[config.mk]
export PLATFORM = sky130hd
export DESIGN_NAME = seg_scan_driver
export DESIGN_NICKNAME = d
export VERILOG_FILES = /design/src/rtl/seg_scan_driver.sv
export SDC_FILE = /design/constraint.sdc
export NUM_CORES = 1
export LEC_CHECK = 0
export ABC_AREA = 1
export BUFFER_PORTS_ARGS = -buffer_cell sky130_fd_sc_hd__buf_4
export CAP_MARGIN = 30
export CORE_MARGIN = 2
export CORE_UTILIZATION = 58
export CTS_BUF_LIST = sky130_fd_sc_hd__clkbuf_8 sky130_fd_sc_hd__clkbuf_16
export CTS_CLUSTER_SIZE = 10
export DETAILED_ROUTE_END_ITERATION = 8
export GPL_TIMING_DRIVEN = 0
export PLACE_DENSITY_LB_ADDON = 0.08
export SYNTH_ARGS = -nofsm -noshare
export SYNTH_HDL_FRONTEND = slang
export SYNTH_SLANG_ARGS = --single-unit
export TNS_END_PERCENT = 100
[constraint.sdc]
create_clock -name clk -period 5.85 [get_ports clk]
set_input_delay 1.4625 -clock clk [delete_from_list [all_inputs] [get_ports clk]]
set_output_delay 1.4625 -clock clk [all_outputs]
set_load 0.02 [all_outputs]
[src/rtl/seg_scan_driver.sv]
// Six-digit multiplexed 7-segment scan driver with frame-coherent shadow, blinking,
// leading-zero blanking and a one-cycle blanking gap between digits.
module seg_scan_driver (
    input  logic        clk,
    input  logic        rst_n,
    input  logic        show,
    input  logic        second,
    input  logic [23:0] digits,
    input  logic [2:0]  blink_sel,
    input  logic        lz_blank,
    output logic [5:0]  an,
    output logic [7:0]  seg
);

    localparam logic StGap   = 1'b0;
    localparam logic StDrive = 1'b1;

    localparam logic [2:0] LastIdx = 3'd5;

    logic [2:0]  idx_q, idx_d;
    logic        phase_q, phase_d;
    logic [23:0] shadow_q, shadow_d;
    logic        state_q, state_d;
    logic        pend_q, pend_d;
    logic [5:0]  an_q, an_d;
    logic [7:0]  seg_q, seg_d;

    logic        idx_wrap;
    logic [2:0]  idx_next;
    logic [3:0]  cur_nibble;
    logic        cur_blink_en;
    logic [6:0]  cur_code;
    logic [7:0]  drive_seg;
    logic [5:0]  drive_an;

    function automatic logic [6:0] seg_code(input logic [3:0] v);
        logic [6:0] c;
        case (v)
            4'd0:    c = 7'h3F;
            4'd1:    c = 7'h06;
            4'd2:    c = 7'h5B;
            4'd3:    c = 7'h4F;
            4'd4:    c = 7'h66;
            4'd5:    c = 7'h6D;
            4'd6:    c = 7'h7D;
            4'd7:    c = 7'h07;
            4'd8:    c = 7'h7F;
            4'd9:    c = 7'h6F;
            default: c = 7'h40;
        endcase
        return c;
    endfunction

    assign idx_wrap = (idx_q >= LastIdx);
    assign idx_next = idx_wrap ? 3'd0 : idx_q + 3'd1;

    always_comb begin
        cur_nibble   = 4'd0;
        cur_blink_en = 1'b0;
        case (idx_q)
            3'd0: begin cur_nibble = shadow_q[3:0];   cur_blink_en = blink_sel[0]; end
            3'd1: begin cur_nibble = shadow_q[7:4];   cur_blink_en = blink_sel[0]; end
            3'd2: begin cur_nibble = shadow_q[11:8];  cur_blink_en = blink_sel[1]; end
            3'd3: begin cur_nibble = shadow_q[15:12]; cur_blink_en = blink_sel[1]; end
            3'd4: begin cur_nibble = shadow_q[19:16]; cur_blink_en = blink_sel[2]; end
            3'd5: begin cur_nibble = shadow_q[23:20]; cur_blink_en = blink_sel[2]; end
            default: begin cur_nibble = 4'd0; cur_blink_en = 1'b0; end
        endcase
    end

    // Blink and leading-zero blanking clear only the digit segments, never the separator dot.
    always_comb begin
        cur_code = seg_code(cur_nibble);
        if (cur_blink_en && phase_q) begin
            cur_code = 7'h00;
        end
        if ((idx_q == LastIdx) && lz_blank && (cur_nibble == 4'd0)) begin
            cur_code = 7'h00;
        end
        drive_seg[6:0] = cur_code;
        drive_seg[7]   = ((idx_q == 3'd2) || (idx_q == 3'd4)) && !phase_q;
        drive_an       = 6'b000001 << idx_q;
    end

    always_comb begin
        idx_d    = idx_q;
        phase_d  = phase_q ^ second;
        shadow_d = shadow_q;
        state_d  = state_q;
        pend_d   = pend_q;
        an_d     = an_q;
        seg_d    = seg_q;

        if (show) begin
            idx_d   = idx_next;
            state_d = StGap;
            pend_d  = 1'b1;
            an_d    = 6'b0;
            seg_d   = 8'h00;
            // Latch a whole new frame only at the wrap so a scan never mixes two times.
            if (idx_wrap) begin
                shadow_d = digits;
            end
        end else if ((state_q == StGap) && pend_q) begin
            state_d = StDrive;
            pend_d  = 1'b0;
            an_d    = drive_an;
            seg_d   = drive_seg;
        end
    end

    always_ff @(posedge clk) begin
        if (!rst_n) begin
            idx_q    <= 3'd0;
            phase_q  <= 1'b0;
            shadow_q <= 24'h0;
            state_q  <= StGap;
            pend_q   <= 1'b0;
            an_q     <= 6'b0;
            seg_q    <= 8'h00;
        end else begin
            idx_q    <= idx_d;
            phase_q  <= phase_d;
            shadow_q <= shadow_d;
            state_q  <= state_d;
            pend_q   <= pend_d;
            an_q     <= an_d;
            seg_q    <= seg_d;
        end
    end

    assign an  = an_q;
    assign seg = seg_q;

endmodule
== After elaboration in Yosys (flattened, before gate mapping) ==
Memories as Yosys holds them, arrays and structs flattened.
Cells that the tools add are included.
Widths: inputs -> output; s select.
Storage, ports and cells
  register bits after elaboration: 44
  bits in read-only memories: 112
  input port bits: 32
  output and inout port bits: 14
  logic and storage cells: 41
  memories kept: 1
Cells by class
  add/subtract/negate cells: 1
  magnitude comparators: 1
  equality and inequality tests: 5
  shift-type cells: 1
  mux-type cells: 7
  bitwise gates (word level): 3
  reductions and logical operators: 15
Memory list
  (name not given): words 16, bits a word 7, read ports 1, clocked after memory_dff 0, write ports 0, line 38  | case (v)
Operator list (number)
  $pmux 4 s6: 1
  $mux 7: 2
  $reduce_or 2->1: 4
  $eq 3x2->1 const B: 2
  $eq 3x3->1 const B: 2
  $shl 1x3->6 const A: 1
  $logic_and 1x1->1: 5
  $logic_not 4->1: 1
  $add 3x1->3 const B: 1
  $eq 3x1->1 const B: 1
  $ge 3x3->1 const B: 1
  $logic_not 3->1: 1
  $mux 3: 1
  $pmux 1 s3: 1
  $mux 1: 2
  $not 1->1: 2
  $reduce_and 2->1: 1
  $reduce_bool 2->1: 1
  $logic_not 1->1: 1
  $logic_or 1x1->1: 1
  $xor 1x1->1: 1

== Depth between registers and ports, before layout ==
Gate-level depths: netlist of run 1.
  word-level depth: 6
  gate-level depth with buffers: 16

== Worst setup path after synthesis of run 1 ==
OpenSTA, ideal clock, no wires.
  kind: input -> register
  start point: input port rst_n
  end point: register shadow_q[0]
  library setup time: 0.065 ns
  data arrival time: 2.100 ns
  data required time: 5.785 ns
  setup slack: 3.685 ns
  stages on the path: 4
  buffers on the path: 2
  cell sequence: clkbuf_1 -> clkbuf_1 -> o21ai_0 -> nor2_1
RTL lines
  start: declaration: line 5  | input logic rst_n,
  end signal: assignment: line 124  | shadow_q <= shadow_d;
  end: declaration: line 22  | logic [23:0] shadow_q, shadow_d;

== Final worst setup path of run 1 ==
  start point: register idx_q[1]
  end point: register seg_q[3], in the netlist seg[3]
Between the ends
  longest elaborated chain between the ends: 6
  elaborated cells between the ends (all ways): 18
  those cells by class: 5 x eq/ne; 4 x mux; 8 x reduce/logical; 1 x memory
RTL lines
  start: declaration: line 20  | logic [2:0] idx_q, idx_d;
  start signal: assignment: line 122  | idx_q <= idx_d;
  parallel branches: the longest is 5 deep, another holds $mem_v2 16x7
  $mux 7 (*): line 77  | if ((idx_q == LastIdx) && lz_blank && (cur_nibble == 4'd0)) begin
  end signal: assignment: line 128  | seg_q <= seg_d;
  end: declaration: line 26  | logic [7:0] seg_q, seg_d;
Mark *: on every way between the ends.
A chain may end at the register's enable or synchronous reset.

==> results.sh, run 1 <==
export IMPL_yosys_area_share_simple=0.350
export IMPL_num_vias=2021
export IMPL_outcome="finished clean"
export IMPL_skew_ps=7.50
export IMPL_maxSlewViolCount=0
export IMPL_hold_violations=0
export IMPL_synth_compound_area_frac=0.103
export IMPL_dr_pass1_iters=4
export IMPL_dieArea_sq_um=4200
export IMPL_finalCritPeriodShare=0.432
export IMPL_netlist_area_sq_um=2140
export IMPL_crit_fanout=6
export IMPL_p_leak_uw=0.00131
export IMPL_ys_types=25
export IMPL_wl_met2_um=2220
export IMPL_antenna_found_initial=0
export IMPL_synth_edff_count=0
export IMPL_grt_pass1_wl_um=7970
export IMPL_crit_path_end_kind="flip-flop"
export IMPL_cts_buffer_depth=2
export IMPL_netlist_top_cells_count="nor2_1 (62), nand2_1 (60), dfxtp_1 (44)"
export IMPL_grt_max_degree=15
export IMPL_yosysWarnings=0
export IMPL_clock_fmax_ghz=0.396
export IMPL_synth_most_common_cell="nor2_1"
export IMPL_crit_required_ps=6090
export IMPL_fin_area_sq_um=2660
export IMPL_clk_pin_slew_ps=80
export IMPL_p_per_area_nw_per_um2=229
export IMPL_grt_overflow=0
export IMPL_via_per_inst=5.01
export IMPL_place_area_sq_um=2540
export IMPL_grt_usage=0.251
export IMPL_netlist_top_cells_area="dfxtp_1 (41%), nor2_1 (11%), nand2_1 (11%)"
export IMPL_critPathKind="flip-flop to flip-flop"
export IMPL_drv_cap=0
export IMPL_vdd_drop_max_mv=0.182
export IMPL_min_period_ps=2530
export IMPL_clock_sinks=44
export IMPL_worst_pin_slew_ps=498
export IMPL_fp_dieW_um=64.8
export IMPL_portBuffers=45
export IMPL_fp_coreArea_sq_um=3610
export IMPL_ys_flop_type="dfxtp_1"
export IMPL_cts_tree="yes"
export IMPL_routedWlPerCell_um=11.7
export IMPL_hold_buffers=0
export IMPL_syn_inst=302
export IMPL_post_cts_buffers=0
export IMPL_yosysTopAreaCell="dfxtp_1"
export IMPL_wirelength_um=4720
export IMPL_layout_drive_gt1_share=0.214
export IMPL_ant_nets=0
export IMPL_avgSynthCellArea_sq_um=7.10
export IMPL_gp_congestion=0.815
export IMPL_syn_num_nets=345
export IMPL_io_pins=46
export IMPL_hp_class="flip-flop to flip-flop"
export IMPL_synth_seq_cells=44
export IMPL_critical_path_arrival_ps=2760
export IMPL_drt_initial_drc_count=113
export IMPL_drt_met1_wl_um=2130
export IMPL_tns_ps=0
export IMPL_drc=0
export IMPL_synth_xor_area_frac=0
export IMPL_row_count=22
export IMPL_routed_wl_met3_um=252
export IMPL_utilization=0.739
export IMPL_slew_headroom=0.667
export IMPL_synth_top_area_frac=0.411
export IMPL_top_layer_used="met4"
export IMPL_async_flop_share=0
export IMPL_nNetsFinal=397
export IMPL_synth_top_family_by_area="simple AND/OR/NAND/NOR gates"
export IMPL_setup_viol=0
export IMPL_syn_to_final_growth_pct=24.2
export IMPL_htreeDepth=2
export IMPL_synthAdderAreaFrac=0.0642
export IMPL_cp_start_kind="flip-flop"
export IMPL_synthMuxAreaShare=0
export IMPL_rsz0062_at_grt="no"
export IMPL_initial_core_util=0.595
export IMPL_ctsResizeCount=0
export IMPL_grt_pass1_vias=1830
export IMPL_worstSkewPairLatency_ps=300
export IMPL_antenna_cells=0
export IMPL_cts_root_buf="clkbuf_8"
export IMPL_die_h_um=64.8
export IMPL_cts_made_buffers=5
export IMPL_yosysSeqAreaShare=0.411
export IMPL_hpwl_um=3620
state kept, by name, indices dropped and copies added (netlist names):
name and cells:
seg 8, state_q 1, idx_q 3, shadow_q 24
pend_q 1, phase_q 1, an 6
final timing paths:
check,start,end,slack [ps],cells past startpoint
max,idx_q[1]$_SDFFE_PN0P_,seg[3]$_SDFFE_PP0P_,3320,15
min,an[0]$_SDFFE_PP0P_,an[0]$_SDFFE_PP0P_,470,2
max reg2reg,idx_q[1]$_SDFFE_PN0P_,seg[3]$_SDFFE_PP0P_,3320,15
min reg2reg,an[0]$_SDFFE_PP0P_,an[0]$_SDFFE_PP0P_,470,2
layer usage:
layer	vias up	global-route usage
li1	1072	-
met1	889	0.301
met2	49	0.419
met3	11	0.0521
met4	0	0.136
met5	-	0
placed cells by master (no fill, tap or decap), drive strengths merged:
cell type	n
clkinv	1
ha	11
a211oi	1
nand3	31
dfxtp	44
clkbuf	14
o22ai	1
buf	48
o32ai	1
bufinv	1
nand2	68
nand4	1
or2	1
nor2	66
nand3b	4
a21o	1
o21ai	25
inv	23
a21oi	13
stage by stage:
stage	setup slack, ps	hold slack [ps]	cells	total power, uW
floorplan	3680	443	302	346
global placement	3350	454	395	373
detailed placement	3310	457	395	375
CTS	3280	469	403	613
global route	3010	492	403	633
finish	3320	466	403	610
kinds of logic after synthesis:
logic type | Yosys count
AOI/OAI and AO/OA | 42
adders and majority gates | 11
buffers and inverters | 34
DFF | 44
and+or+nand+nor | 171
where the power goes:
part           total (uW)  switching, uW  internal, uW  leakage, uW
Combinational        58.8           32.2          26.6     0.000889
Sequential            309           4.03           305     0.000356
Clock                 243            103           140    0.0000614
Total                 610            139           471      0.00131
worst max-delay path: stages (launching register included):
cell and delay, ps:
dfxtp_1 360, inv_1 150, ha_1 330, inv_2 40, nor2_1 270, nand2_1 90
nand2_1 90, inv_1 40, nand2_1 100, nand2_1 130, inv_1 130, ha_1 230
nand3b_1 180, nand3_1 100, nand3_1 100, a21oi_1 130
layout make-up:
type                            instances  area [sq um]
Tap cell                               48          60.1
Inverter                               23          86.3
Clock inverter                          2          38.8
Sequential cell                        44           881
Clock buffer                            6          82.6
Multi-Input combinational cell        224          1110
Fill cell                             319           942
Buffer                                 11          68.8
Timing Repair Buffer                   45           338
Power figures use the tool's default switching activity.
==> run 2: changes to the inputs <==
--- a/config.mk
+++ b/config.mk
@@ -5,11 +5,11 @@
 export SDC_FILE = /design/constraint.sdc
 export NUM_CORES = 1
 export LEC_CHECK = 0
-export ABC_AREA = 1
+export ABC_AREA = 0
 export BUFFER_PORTS_ARGS = -buffer_cell sky130_fd_sc_hd__buf_4
 export CAP_MARGIN = 30
 export CORE_MARGIN = 2
-export CORE_UTILIZATION = 58
+export CORE_UTILIZATION = 49
 export CTS_BUF_LIST = sky130_fd_sc_hd__clkbuf_8 sky130_fd_sc_hd__clkbuf_16
 export CTS_CLUSTER_SIZE = 10
 export DETAILED_ROUTE_END_ITERATION = 8
==> constraint.sdc (replaced) <==
create_clock -name clk -period 2 [get_ports clk]
set_input_delay 0.5 -clock clk [delete_from_list [all_inputs] [get_ports clk]]
set_output_delay 0.5 -clock clk [all_outputs]
set_load 0.02 [all_outputs]
==> run 2 against run 1 <==
The run now ends with negative setup slack left. Power grew to 3.2 times the previous value. Worst setup slack worse by 3900 ps. Global-route usage is 1.1 points lower. Non-clock buffer count is 24 higher. Count of clock-buffer cells in the layout is 1 higher. Die area is 22% higher. Utilization is 3.5 points lower. Register-to-register slack worse by 3900 ps. First-iteration DRC count is 11% lower. Synthesized cell count is 14% lower. Cell area is 16% higher. Sequential cell count stayed put. Largest cell class unchanged. Highest routed layer unchanged.
==> results.sh, run 2 <==
export IMPL_clkPwrFrac=0.383
export IMPL_fin_area_sq_um=3080
export IMPL_dieArea_sq_um=5130
export IMPL_setup_viol=7
export IMPL_seqPwrFrac=0.473
export IMPL_grt_usage=0.240
export IMPL_routedWlPerCell_um=15.3
export IMPL_ant_nets=0
export IMPL_syn_num_nets=303
export IMPL_switching_power_uw=448
export IMPL_wirelength_um=5840
export IMPL_crit_path_end_kind="flip-flop"
export IMPL_crit_buf_inv=2
export IMPL_largest_register="shadow_q"
export IMPL_synth_most_common_cell="nand2_1"
export IMPL_antenna_cells=0
export IMPL_cts_root_buf="clkbuf_8"
export IMPL_path_cells="inv_8 -> ha_4 -> buf_6 -> a222oi_1 -> a21oi_1 -> a21oi_2 -> ha_4 -> nand4_1 -> nor2_2 -> nand3_2 -> a22oi_1 -> a211oi_1"
export IMPL_final_cells=383
export IMPL_placed_cells_incl_taps=356
export IMPL_critPathTopFamily="compound AO/OA/AOI/OAI gates"
export IMPL_pwr_share_comb=0.143
export IMPL_maxSlewViolCount=0
export IMPL_cp_start_kind="flip-flop"
export IMPL_clock_sinks=44
export IMPL_slowest_stage="dfxtp_4"
export IMPL_cts_made_buffers=5
export IMPL_die_h_um=71.6
export IMPL_yosysWarnings=0
export IMPL_place_area_sq_um=2720
export IMPL_min_period_ps=2580
export IMPL_critPathKind="flip-flop to flip-flop"
export IMPL_p_int_uw=1480
export IMPL_n_fill_cell=365
export IMPL_netlist_top_cells_count="nand2_1 (57), dfxtp_1 (44), a21boi_0 (21)"
export IMPL_setup_ws_ps=-585
export IMPL_crit_cells=12
export IMPL_drt_initial_drc_count=101
export IMPL_cts_buffer_depth=2
export IMPL_grt_pass1_wl_um=9670
export IMPL_htreeDepth=2
export IMPL_utilization=0.703
export IMPL_gp_congestion=0.803
export IMPL_slew_headroom=0.656
export IMPL_initial_core_util=0.511
export IMPL_drv_cap=0
export IMPL_netlist_top_cells_area="dfxtp_1 (39%), nand2_1 (9.5%), a21boi_0 (7.0%)"
export IMPL_rsz0062_at_grt="yes"
export IMPL_p_leak_uw=0.00122
export IMPL_cts_tree="yes"
export IMPL_synth_seq_cells=44
export IMPL_netlist_area_sq_um=2240
export IMPL_async_flop_share=0
export IMPL_largest_reg_flops=24
export IMPL_ys_types=44
export IMPL_holdWs_ps=457
export IMPL_hp_class="input port to flip-flop"
export IMPL_grt_pass1_vias=2099
export IMPL_vdd_drop_max_mv=0.425
export IMPL_critical_path_arrival_ps=2750
export IMPL_drc=0
export IMPL_clk_pin_slew_ps=80
export IMPL_rr_worst_depth=12
export IMPL_nNetsFinal=373
export IMPL_yosysTopAreaCell="dfxtp_1"
export IMPL_skew_ps=3.49
export IMPL_portBuffers=44
export IMPL_yosysSeqAreaShare=0.393
export IMPL_violations="negative setup slack"
export IMPL_row_count=24
export IMPL_worstSkewPairLatency_ps=290
export IMPL_ys_flop_type="dfxtp_1"
export IMPL_place_ws_ps=-750
export IMPL_outcome="complete, but fails checks"
export IMPL_antenna_found_initial=0
export IMPL_hold_depth=3
export IMPL_final_cell_mix="buf_4 (65), nand2_1 (57), dfxtp_1 (41)"
export IMPL_dr_pass1_iters=4
export IMPL_grt_overflow=0
export IMPL_worst_pin_slew_ps=515
export IMPL_synth_edff_count=0
export IMPL_worst_path_most_repeated_cell="ha_4"
export IMPL_fp_coreArea_sq_um=4380
export IMPL_fp_dieW_um=71.6
export IMPL_io_pins=46
export IMPL_synth_top_area_frac=0.393
export IMPL_num_vias=2131
export IMPL_clock_fmax_ghz=0.387
export IMPL_hold_violations=0
export IMPL_p_per_area_nw_per_um2=624
export IMPL_syn_to_final_growth_pct=37.6
export IMPL_syn_inst=260
export IMPL_crit_fanout=6
export IMPL_layout_drive_gt1_share=0.369
export IMPL_avgSynthCellArea_sq_um=8.62
export IMPL_cpPeakStageDelay_ps=420
export IMPL_p_sw_frac=0.233
export IMPL_hpwl_um=4060
export IMPL_via_per_inst=5.56
export IMPL_crit_required_ps=2160
export IMPL_finalCritPeriodShare=1.29
export IMPL_grt_max_degree=14
export IMPL_final_common_cell="buf_4"
==> run 2: cell types whose count changed in the layout (fill, tap and decap cells not counted), sizes merged, moves of 5 or more <==
cell,previous run,this run
a21oi,13,18
nor2,66,15
nand2,68,57
buf,48,70
inv,23,5
a21boi,0,24
nand3,31,4
mux2,0,6
o21ai,25,5
==> run 2: per-stage QoR <==
step,total power (uW),setup TNS (ps)
3_3_place_gp,1140,-7170
6_report,1920,-4000
2_1_floorplan,1050,-2580
3_5_place_dp,1140,-7660
5_1_grt,1990,-5030
4_1_cts,1910,-3200
==> run 2: path summary, 6_finish.rpt <==
check                                               from                   endpoint  slack [ps]
worst max-delay path               idx_q[1]$_SDFFE_PN0P_        seg[4]$_SDFFE_PP0P_        -580
worst min-delay path                          digits[14]  shadow_q[14]$_SDFFE_PN0P_         460
worst max register to register     idx_q[1]$_SDFFE_PN0P_        seg[4]$_SDFFE_PP0P_        -580
worst min register to register  shadow_q[5]$_SDFFE_PN0P_   shadow_q[5]$_SDFFE_PN0P_         470
==> run 2: logic make-up after synthesis <==
group | Yosys count | synth area share
AND/OR/NAND/NOR | 94 | 0.182
AO/OA/AOI/OAI | 77 | 0.264
flip-flops | 44 | 0.393
buffers and inverters | 23 | 0.0480
adder cells (fa/ha/maj) | 11 | 0.0614
multiplexers | 9 | 0.0435
XOR/XNOR | 2 | 0.00781
==> run 2: timing repair <==
action / in CTS / in global routing
hold buffers: 0 / 0
gates resized for setup: 17 / 12
pin swaps: 18 / 8
setup buffers: 17 / 4
setup endpoints to repair: 28 / 28
==> run 2: final cells by class <==
class | instances | area, sq um | share of cell area
repair buffers | 65 | 492 | 0.159
clock buffers | 7 | 96.3 | 0.0312
clock inverters | 1 | 30.0 | 0.00974
plain buffers | 15 | 82.6 | 0.0268
well taps | 52 | 65.1 | 0.0211
multi-input cells | 193 | 1400 | 0.452
flip-flops and latches | 44 | 890 | 0.288
inverters | 6 | 33.8 | 0.0110
==> run 2: routing by layer <==
layer | part of all wire | track usage | wire length (um) | vias up
li1 | - | - | - | 1059
met3 | 0.038 | 0.0436 | 221 | 8
met5 | 0 | 0 | 0 | -
met1 | 0.43 | 0.301 | 2540 | 1011
met2 | 0.51 | 0.415 | 2990 | 53
met4 | 0.016 | 0.0797 | 91 | 0
==> run 2: worst min-delay path, stage by stage <==
cell and delay, ps:
buf_4 110, nand2_1 50, a21boi_1 50
==> run 2: power by group through the flow <==
stage / Sequential [uW] / Combinational [uW] / Clock [uW]
global route: 913 / 297 / 780
floorplan: 936 / 118 / 0
CTS: 911 / 253 / 747
finish: 911 / 276 / 738
global placement: 932 / 209 / 0
detailed placement: 932 / 212 / 0
==> run 3: changes to the inputs <==
--- a/config.mk
+++ b/config.mk
@@ -8,9 +8,8 @@
 export ABC_AREA = 0
 export BUFFER_PORTS_ARGS = -buffer_cell sky130_fd_sc_hd__buf_4
 export CAP_MARGIN = 30
-export CORE_MARGIN = 2
-export CORE_UTILIZATION = 49
-export CTS_BUF_LIST = sky130_fd_sc_hd__clkbuf_8 sky130_fd_sc_hd__clkbuf_16
+export CORE_UTILIZATION = 51
+export CTS_BUF_LIST = sky130_fd_sc_hd__clkbuf_4 sky130_fd_sc_hd__clkbuf_8
 export CTS_CLUSTER_SIZE = 10
 export DETAILED_ROUTE_END_ITERATION = 8
 export GPL_TIMING_DRIVEN = 0
==> run 3 against run 2 <==
The run still ends with negative setup slack left. Power is 11% higher. Critical endpoint is now seg[5]$_SDFFE_PP0P_. Final cell count stayed put. Fmax is 2.0% higher. Largest cell class unchanged. Clock power is 27% higher. Hold slack worse by 15 ps. Critical path depth is 1 higher. Die area is 9.1% lower. Global-route usage is 3.4 points higher. Cell area is 2.8% higher. Utilization is 6.7 points higher.
==> results.sh, run 3 (synthesis results as in run 2) <==
export IMPL_outcome="complete, but fails checks"
export IMPL_violations="negative setup slack"
export IMPL_p_leak_uw=0.00123
export IMPL_grt_pass1_vias=2016
export IMPL_place_area_sq_um=2710
export IMPL_utilization=0.770
export IMPL_cts_tree="yes"
export IMPL_hp_class="input port to flip-flop"
export IMPL_skew_ps=11.3
export IMPL_worst_pin_slew_ps=543
export IMPL_wirelength_um=6080
export IMPL_rsz0062_at_grt="yes"
export IMPL_layout_drive_gt1_share=0.375
export IMPL_num_vias=2155
export IMPL_largest_register="shadow_q"
export IMPL_maxSlewViolCount=0
export IMPL_dr_pass1_iters=4
export IMPL_clock_fmax_ghz=0.394
export IMPL_n_fill_cell=291
export IMPL_finalCritPeriodShare=1.27
export IMPL_fp_dieW_um=68.3
export IMPL_nNetsFinal=375
export IMPL_slew_headroom=0.638
export IMPL_cp_start_kind="flip-flop"
export IMPL_cts_root_buf="clkbuf_8"
export IMPL_final_common_cell="buf_4"
export IMPL_die_h_um=68.3
export IMPL_portBuffers=44
export IMPL_drt_initial_drc_count=153
export IMPL_crit_fanout=5
export IMPL_clk_pin_slew_ps=90
export IMPL_final_cell_mix="buf_4 (66), nand2_1 (57), dfxtp_1 (41)"
export IMPL_drv_cap=0
export IMPL_htreeDepth=2
export IMPL_via_per_inst=5.63
export IMPL_fp_coreArea_sq_um=4120
export IMPL_ant_nets=0
export IMPL_setup_ws_ps=-535
export IMPL_grt_usage=0.274
export IMPL_clock_sinks=44
export IMPL_routedWlPerCell_um=15.9
export IMPL_final_cells=383
export IMPL_antenna_found_initial=0
export IMPL_largest_reg_flops=24
export IMPL_drc=0
export IMPL_fin_area_sq_um=3170
export IMPL_crit_required_ps=2190
export IMPL_worstSkewPairLatency_ps=310
export IMPL_gp_congestion=0.881
export IMPL_dieArea_sq_um=4670
export IMPL_hpwl_um=3820
export IMPL_cts_made_buffers=5
export IMPL_grt_pass1_wl_um=9240
export IMPL_io_pins=46
export IMPL_setup_viol=7
export IMPL_hold_buffers=0
export IMPL_hold_violations=0
export IMPL_min_period_ps=2540
export IMPL_p_per_area_nw_per_um2=673
export IMPL_row_count=23
export IMPL_crit_path_end_kind="flip-flop"
export IMPL_critical_path_arrival_ps=2720
export IMPL_initial_core_util=0.545
export IMPL_syn_to_final_growth_pct=41.4
export IMPL_placed_cells_incl_taps=354
export IMPL_vdd_drop_max_mv=0.478
export IMPL_antenna_cells=0
export IMPL_grt_max_degree=15
export IMPL_grt_overflow=0
export IMPL_critPathKind="flip-flop to flip-flop"
export IMPL_cts_buffer_depth=2
export IMPL_power_total_uw=2130
export IMPL_place_ws_ps=-763
## run 3: cell count changes in the layout (fill, tap and decap cells not counted), sizes merged
cell / change
buf: +3
bufinv: +2
clkbuf: -3
## run 3: final cells by class
class / instances / area (sq um) / share of cell area
multi-input cells: 193 / 1430 / 0.449
flip-flops and latches: 44 / 890 / 0.281
repair buffers: 67 / 519 / 0.164
clock inverters: 3 / 90.1 / 0.0284
plain buffers: 15 / 78.8 / 0.0249
clock buffers: 5 / 68.8 / 0.0217
well taps: 50 / 62.6 / 0.0197
inverters: 6 / 36.3 / 0.0114
## run 3: critical path, cell delays in order (launching register included)
cell,delay [ps]
dfxtp_2,360
buf_8,130
clkinvlp_4,110
ha_4,190
a32o_2,250
a211oi_2,220
o22ai_2,130
inv_2,100
ha_4,150
nand4_1,150
nor2_2,230
nand3_4,130
o211ai_4,170
a221oi_2,100
## run 3: repair_timing
action / 4_1_cts / 5_1_grt
resized for setup: 15 / 15
buffers inserted: 21 / 2
hold endpoints to repair: 0 / 0
setup endpoints to repair: 28 / 28
pin swaps: 16 / 10
## run 3: where the power goes
group          switching (uW)  internal, uW  leakage, uW
Combinational             135           149     0.000791
Clock                     314           625    0.0000784
Sequential               20.7           891     0.000358
## run 3: through the flow
| stage | TNS [ps] | hold WS [ps] |
|---|---|---|
| 2_1_floorplan | -2580 | 435 |
| 3_3_place_gp | -6510 | 447 |
| 3_5_place_dp | -7010 | 449 |
| 4_1_cts | -3170 | 435 |
| 5_1_grt | -4300 | 449 |
| 6_report | -3720 | 442 |
## run 3: path summary, 6_finish.rpt
kind,start,endpoint,slack [ps],cells past startpoint
worst max-delay path,idx_q[2]$_SDFFE_PN0P_,seg[5]$_SDFFE_PP0P_,-540,13
worst min-delay path,digits[11],shadow_q[11]$_SDFFE_PN0P_,440,3
worst max register to register,idx_q[2]$_SDFFE_PN0P_,seg[5]$_SDFFE_PP0P_,-540,13
worst min register to register,shadow_q[10]$_SDFFE_PN0P_,shadow_q[10]$_SDFFE_PN0P_,460,2
## run 3: metal layers
metal / GRT usage / share of wire / up-vias
met2: 0.467 / 0.48 / 81
met4: 0.135 / 0.032 / 0
met3: 0.0550 / 0.055 / 24
li1: - / - / 1058
met5: 0 / 0 / -
met1: 0.323 / 0.43 / 992
